==> src/rtl/instr_cache.sv <==
// Direct-mapped, read-only instruction cache: 8 blocks x 4 words over a 1 KB space.
// A hit returns the word with no stall. A miss stalls the CPU while the
// 16-byte block is fetched from instruction memory.
//
// state    | meaning
// ---------+------------------------------------------------------------
// IDLE     | lookup from live address; a miss latches {tag,index} for the fill
// MEM_READ | block request held on mem_address until mem_busywait drops
// UPDATE   | captured block, tag and valid bit written into the fill index
module instr_cache (
  input  logic         CLK,
  input  logic         RESET,
  input  logic [31:0]  address,
  output logic [31:0]  instruction,
  output logic         busywait,
  output logic         mem_read,
  output logic [5:0]   mem_address,
  input  logic [127:0] mem_readdata,
  input  logic         mem_busywait
);

  typedef enum logic [1:0] {
    IDLE     = 2'd0,
    MEM_READ = 2'd1,
    UPDATE   = 2'd2
  } state_t;

  state_t state, state_next;

  logic [127:0] data_array [8];
  logic [2:0]   tag_array  [8];
  logic [7:0]   valid_bits;

  logic [5:0]   fill_reg;
  logic [127:0] fill_data;

  logic [1:0]   addr_word;
  logic [2:0]   addr_index;
  logic [2:0]   addr_tag;
  logic [2:0]   fill_index;
  logic [2:0]   fill_tag;
  logic [127:0] sel_block;
  logic         hit;

  // Address bits outside the 1 KB word-aligned space carry no information here.
  logic unused_addr_bits;
  assign unused_addr_bits = ^{address[31:10], address[1:0]};

  assign addr_word  = address[3:2];
  assign addr_index = address[6:4];
  assign addr_tag   = address[9:7];
  assign fill_tag   = fill_reg[5:3];
  assign fill_index = fill_reg[2:0];

  assign sel_block   = data_array[addr_index];
  assign hit         = valid_bits[addr_index] && (tag_array[addr_index] == addr_tag);
  assign mem_address = fill_reg;

  // Word select within the indexed block.
  always_comb begin
    instruction = sel_block[31:0];
    case (addr_word)
      2'd0: instruction = sel_block[31:0];
      2'd1: instruction = sel_block[63:32];
      2'd2: instruction = sel_block[95:64];
      2'd3: instruction = sel_block[127:96];
      default: instruction = sel_block[31:0];
    endcase
  end

  // State, fill address and valid bits; reset clears them immediately.
  always_ff @(posedge CLK or posedge RESET) begin
    if (RESET) begin
      state      <= IDLE;
      fill_reg   <= 6'd0;
      valid_bits <= 8'd0;
    end else begin
      state <= state_next;
      if (state == IDLE && !hit) begin
        fill_reg <= {addr_tag, addr_index};
      end
      if (state == UPDATE) begin
        valid_bits[fill_index] <= 1'b1;
      end
    end
  end

  // Block storage: capture on the edge leaving MEM_READ, commit in UPDATE.
  // Validity is tracked separately, so the arrays need no reset.
  always_ff @(posedge CLK) begin
    if (state == MEM_READ && !mem_busywait) begin
      fill_data <= mem_readdata;
    end
    if (state == UPDATE) begin
      data_array[fill_index] <= fill_data;
      tag_array[fill_index]  <= fill_tag;
    end
  end

  // Next-state and handshake outputs; busywait is forced low while in reset.
  always_comb begin
    state_next = state;
    busywait   = 1'b0;
    mem_read   = 1'b0;
    case (state)
      IDLE: begin
        busywait = !hit;
        if (!hit) state_next = MEM_READ;
      end
      MEM_READ: begin
        busywait = 1'b1;
        mem_read = 1'b1;
        if (!mem_busywait) state_next = UPDATE;
      end
      UPDATE: begin
        busywait   = 1'b1;
        state_next = IDLE;
      end
      default: state_next = IDLE;
    endcase
    if (RESET) busywait = 1'b0;
  end

endmodule

==> config.mk <==
export PLATFORM = sky130hd
export DESIGN_NAME = instr_cache
export DESIGN_NICKNAME = d
export VERILOG_FILES = /design/src/rtl/instr_cache.sv
export SDC_FILE = /design/constraint.sdc
export NUM_CORES = 1
export LEC_CHECK = 0
export BUFFER_PORTS_ARGS = -buffer_cell sky130_fd_sc_hd__clkbuf_2
export CAP_MARGIN = 0
export CORE_MARGIN = 5
export CORE_UTILIZATION = 60
export CTS_BUF_LIST = sky130_fd_sc_hd__clkbuf_2 sky130_fd_sc_hd__clkbuf_4 sky130_fd_sc_hd__clkbuf_8
export CTS_CLUSTER_SIZE = 40
export DETAILED_ROUTE_END_ITERATION = 16
export PLACE_DENSITY = 0.83
export SLEW_MARGIN = 10
export SYNTH_ARGS = -nofsm -noshare
export SYNTH_HDL_FRONTEND = slang
export SYNTH_SLANG_ARGS = --single-unit
==> constraint.sdc <==
create_clock -name CLK -period 15.2 [get_ports CLK]
set_input_delay 2.28 -clock CLK [delete_from_list [all_inputs] [get_ports CLK]]
set_output_delay 2.28 -clock CLK [all_outputs]
set_load 0.1 [all_outputs]
## After elaboration in Yosys (flattened, before gate mapping)

Memory sizes are Yosys's and may differ from the RTL's.
Index checks and enable logic that the tools add are counted.

| storage, ports and cells | value |
|---|---|
| register bits | 144 |
| memory bits (writable) | 1048 |
| input bits | 163 |
| word-level logic and storage cells | 41 |
| memories | 2 |

Memories:

| name | words | width | rd ports | clocked after memory_dff | write ports | line | RTL |
|---|---|---|---|---|---|---|---|
| data_array | 8 | 128 | 1 | 0 | 1 | 30 | `logic [127:0] data_array [8];` |
| tag_array | 8 | 3 | 1 | 0 | 1 | 31 | `logic [2:0] tag_array [8];` |

| cells by class | value |
|---|---|
| magnitude comparators | 3 |
| equality and inequality tests | 8 |
| muxes and demuxes | 13 |
| bitwise gates (word level) | 1 |
| reduce and logical (&&, ||, !) cells | 10 |

Operators by type and width:

| cell | number |
|---|---|
| case mux 32 bit (4 select lines) | 1 |
| less-than comparator 3 x 4 -> 1 bit (second input constant) | 2 |
| bitwise OR 8 bit | 1 |
| == test 2 bit (second input constant) | 3 |
| 2-to-1 mux 1 bit | 6 |
| == test 2 x 1 -> 1 bit (second input constant) | 2 |
| logical AND 1 bit | 4 |
| logical NOT 2 bit | 2 |
| 2-to-1 mux 2 bit | 2 |
| != test 2 bit (second input constant) | 2 |
| case mux 2 bit (2 select lines) | 1 |
| binary-select mux 1 bit (select 3 bit) | 1 |
| demux 1 bit (select 3 bit) | 1 |
| == test 3 bit | 1 |
| >= comparator 3 x 1 -> 1 bit (second input constant) | 1 |
| logical NOT 1 bit | 2 |
| case mux 1 bit (2 select lines) | 1 |
| AND reduction 2 bit | 1 |
| OR reduction 2 bit | 1 |

## Depth between registers and ports, before layout

| logic depth | value |
|---|---|
| depth after elaboration | 6 |
| mapped depth | 9 |

## Worst setup path before layout

Ideal clock, no wire load.

| timing | value |
|---|---|
| path type | register to register |
| start point | reg fill_reg[0], in the netlist mem_address[0] |
| end point | reg valid_bits[1] |
| library setup time | 122 ps |
| data arrival time | 10915 ps |
| slack | 4164 ps |
| cell stages (with the launch flop) | 4 |
| path buffers | 0 |
| cell sequence | dfrtp_1 > nand2_1 > nor3_1 > or2_2 |

| between the ends | value |
|---|---|
| word-level cells in the longest chain between the ends | 5 |

Ends and longest elaborated chain:

| item | line | RTL |
|---|---|---|
| from (decl) | 34 | `logic [5:0] fill_reg;` |
| from (signal assigned) | 80 | `fill_reg <= {addr_tag, addr_index};` |
| less-than comparator 3 x 4 -> 1 bit (not written as such) / >= comparator 3 x 1 -> 1 bit (equally long branches) | 83 | `valid_bits[fill_index] <= 1'b1;` |
| logical AND 1 bit (not written as such) | 83 |  |
| 2-to-1 mux 1 bit (not written as such) | 83 |  |
| demux 1 bit (select 3 bit) (*) | 83 |  |
| bitwise OR 8 bit (no line) (*) | - |  |
| to (signal assigned) | 76 | `valid_bits <= 8'd0;` |
| to (signal, indexed assignment) | 83 |  |
| to (decl) | 32 | `logic [7:0] valid_bits;` |

Every way passes the cells marked *; elsewhere a longest branch is shown, timed or not.
A chain may end at the register's enable or synchronous reset.

## Worst setup path in the final report

| timing | value |
|---|---|
| start point | in address[4] |
| end point | out instruction[7] |

| between the ends | value |
|---|---|
| word-level cells in the longest chain between the ends | 2 |

Ends and longest elaborated chain:

| item | line | RTL |
|---|---|---|
| from (decl) | 13 | `input logic [31:0] address,` |
| memory read (8 x 128 bit) | - |  |
| case mux 32 bit (4 select lines) | 62 | `case (addr_word)` |
| to (decl) | 14 | `output logic [31:0] instruction,` |

No other way between the ends.

==> results by group <==
Outcome
  • Status: finished, final reports clean

Power and ir drop
  • Comb pwr share: 0.106
  • Internal: about 5.6 mW
  • Net Sw Power: roughly 1.9 mW
  • Switch share: 0.255
  • Flop pwr share: 0.569
  • Pwr Density: 150 mW/mm2
  • Lkg Pwr: 16.4 nW
  • Clock power frac: 0.326
  • Worst VDD drop: ~76 uV

STA
  • Max-slew headroom: 0.226
  • Final setup margin: around 6.9 ns
  • Max Slew Vio Count: 0
  • Setup TNS: 0 ns
  • Fmax: between 0.1 and 0.15 GHz
  • WHS: ~0.47 ns
  • Endpoints failing setup: 0
  • RSZ-0062 raised after global routing: false
  • Final Hold Vio Count: 0
  • Worst slew pin tran: 1.16 ns
  • Skew final: roughly 0.034 ns
  • Post-route clock period utilization: 0.548
  • Fin crit period: 8.32 ns

Synth
  • Post-Synthesis Cell Area: around 0.044 mm2
  • Mux cell area share after synthesis: 0.165
  • Simple-Gate Fraction of Synth Area: 0.00760
  • Top cell type's share of synthesized area: 0.794
  • Yosys top cell by area: edfxtp_1
  • Mapped Cells: around 1900
  • Synthesized flop and latch total: between 1000 and 1500
  • Yosys cell types: 33
  • Compound-cell area share of the yosys netlist: 0.0122
  • Area share of fa/ha/maj cells after synthesis: 0.00141
  • Syn avg cell area: approximately 24 um2
  • Syn_nets: around 2000
  • Yosys warnings: 0
  • Seq/Total Area, Yosys: 0.803
  • Largest family of logic cells by synthesized area: multiplexers
  • Dominant cells by area after synthesis: edfxtp_1 (79%), mux4_2 (13%), mux2i_1 (3.0%)
  • Post-Synth XOR/XNOR Area: 0.000394

Clocking
  • Clock latency on the worst-skew pair: a little over 0.8 ns
  • Clock buffer count from CTS: ~180
  • Gates resized, CTS repair: 0
  • Clock tree buffer depth: 3
  • CTS tree: yes
  • Sink Count: between 1000 and 1500
  • Clk root buf: clkbuf_8
  • Post-CTS setup buffer count: 0
  • CTS clk-pin slew, worst paths: around 0.060 ns
  • Hold buffers post-CTS: 0
  • H-tree levels: 4

Die
  • Die height: 282 um
  • Die area: between 0.07 and 0.08 mm2
  • Core Area: about 0.073 mm2
  • Initial Util: 0.608
  • Width of the die: ~280 um
  • Num ports: 203
  • Row count: 99

GRT
  • Largest net degree at the start of global routing: around 130
  • Initial antenna violation count: 2
  • GRT overflow: 0
  • All-layer global routing usage: 0.240
  • Vias in the first global route: ~22000
  • First-pass GRT wire length: 138 mm

Placed design
  • Placed Area: around 0.047 mm2
  • Gpl congestion: about 0.75
  • DP HPWL: slightly above 50 mm
  • Port bufs: about 180
  • Post-Place Setup Slack: between 6 and 7 ns

Routing
  • Via/cell ratio: between 6 and 7
  • Iter 0 DRT Violations: between 2000 and 2500
  • Routed length per placed instance: between 20 and 30 um
  • Total wire length: 93.2 mm
  • Vias: slightly above 20000
  • DRC violations left: 0
  • Router iterations before antenna repair: 5
  • Antenna Violating Nets Remaining: 0

Worst setup path
  • Top fanout value on the critical path: 76
  • Worst path required time: 12.92 ns
  • Bufs and invs on worst path: 3
  • Critical path endpoint category: primary output
  • Crit-path leading delay family: buffers and inverters
  • Crit-path max cell delay: about 0.85 ns
  • Reg2Reg Launch Point: state[0]$_DFFE_PP0P_
  • Setup crit start kind: input port
  • CP Launch Point: address[4]
  • Worst Setup Path Type: input port to primary output
  • Critical Path AT: approximately 6.0 ns
  • Slowest-stage cell, CP: buf_4
  • Worst-path cell chain: buf_8, buf_4, mux4_2, mux2i_1, o22ai_1, nor2_1, a21oi_1, clkbuf_2

Min path
  • Hold_sp: valid_bits[7]$_DFFE_PP0P_
  • Hold Crit Class: flip-flop to flip-flop

Final layout
  • # nets final: ~2300
  • Post-layout instance area: between 0.04 and 0.05 mm2
  • Area growth, synth to finish: 12.1%
  • Seq. cell area: 0.0357 mm2
  • Share of layout cells above drive strength 1: 0.336
  • Fillers: ~4200
  • Area occupied by multi-input gates: 0.00839 mm2

Flow run
  • Number of max-cap violations: 0
stage by stage:
stage	instances	utilization	power [mW]
floorplan	1871	-	4.85
global placement	2944	0.636	5.06
detailed placement	2944	0.636	5.11
CTS	3254	0.681	7.52
global route	3255	0.681	7.75
finish	3256	0.681	7.47
path summary, 6_finish.rpt:
path	slack, ns	end	depth (start not counted)
setup / recovery	6.88	instruction[7]	8
hold / removal	0.47	valid_bits[7]$_DFFE_PP0P_	1
setup reg to reg	11.04	data_array[2][40]$_DFFE_PP_	6
hold reg to reg	0.47	valid_bits[7]$_DFFE_PP0P_	1
max in group asynchronous	13.25	valid_bits[0]$_DFFE_PP0P_	2
min in group asynchronous	1.54	mem_address[5]$_DFFE_PP0P_	2
synth_stat cells:
cell type / count
edfxtp_1: 1176
mux4_2: 262
mux2i_1: 134
a21oi_1: 59
nor2_1: 40
clkbuf_1: 33
o22ai_1: 32
buf_2: 31
buf_1: 21
dfrtp_1: 16
nor3_1: 9
or2_2: 8
buf_4: 6
inv_1: 6
mux2_4: 6
ha_1: 5
nand2b_1: 5
nand2_1: 3
a22oi_1: 2
buf_6: 2
mux2_2: 2
nor2b_1: 2
a211oi_1: 1
a21o_1: 1
a31o_1: 1
a31oi_1: 1
and3_1: 1
and4_1: 1
nand3_1: 1
nand3b_1: 1
nor3_2: 1
xnor2_1: 1
xor2_1: 1
layout make-up:
cell class | count | area share
multi-input cells | 580 | 0.168
inverters | 6 | 0.000452
well taps | 959 | 0.0241
repair buffers | 207 | 0.0241
diodes | 2 | 0.000100
clock inverters | 71 | 0.00798
clock buffers | 239 | 0.0585
flip-flops and latches | 1192 | 0.717
cells in the final DEF, fill, tap and decap left out, types with 3 or more instances in the layout:
cell / netlist / layout
dfrtp_1: 16 / 16
nor2_4: 0 / 7
clkinv_1: 0 / 38
inv_6: 0 / 5
ha_1: 5 / 5
nand2b_1: 5 / 4
nor3_1: 9 / 7
nor3_2: 1 / 3
clkinv_2: 0 / 19
mux2i_1: 134 / 134
mux4_2: 262 / 262
inv_1: 6 / 6
buf_12: 0 / 5
nor2_1: 40 / 33
clkinvlp_4: 0 / 6
buf_4: 6 / 24
or2_2: 8 / 8
clkbuf_8: 0 / 180
clkbuf_4: 0 / 60
clkbuf_2: 0 / 175
a21oi_1: 59 / 59
mux2_4: 6 / 6
o22ai_1: 32 / 32
edfxtp_1: 1176 / 1176
state kept, by name (all words and copies together) (netlist names):
register	count
fill_data	128
tag_array	24
valid_bits	8
data_array	1024
mem_address	6
state	2
power groups by stage:
stage	Combinational, mW	Sequential (mW)	Clock, mW
after floorplan	0.497	4.36	0
after global placement	0.787	4.27	0
after detailed placement	0.798	4.32	0
after CTS	0.801	4.25	2.47
after global routing	0.831	4.28	2.64
final	0.792	4.25	2.43
logic make-up (layout without fill, tap and decap cells):
kind of cell	after synthesis	count (layout)
flops	1192	1192
fa+ha+maj	5	5
compound gates	97	97
xor+xnor	2	2
buf+inv	99	523
other cells	0	2
simple gates	72	72
mux	404	404
metal layers:
layer / routed length, um / up-vias / share of wire / track usage
met2: 47500 / 1144 / 0.51 / 0.393
li1: - / 8533 / - / -
met5: 0 / - / 0 / 0
met4: 2440 / 0 / 0.026 / 0.0760
met1: 34100 / 10660 / 0.37 / 0.326
met3: 9210 / 144 / 0.099 / 0.0610
(Power assumes the default switching activity.)
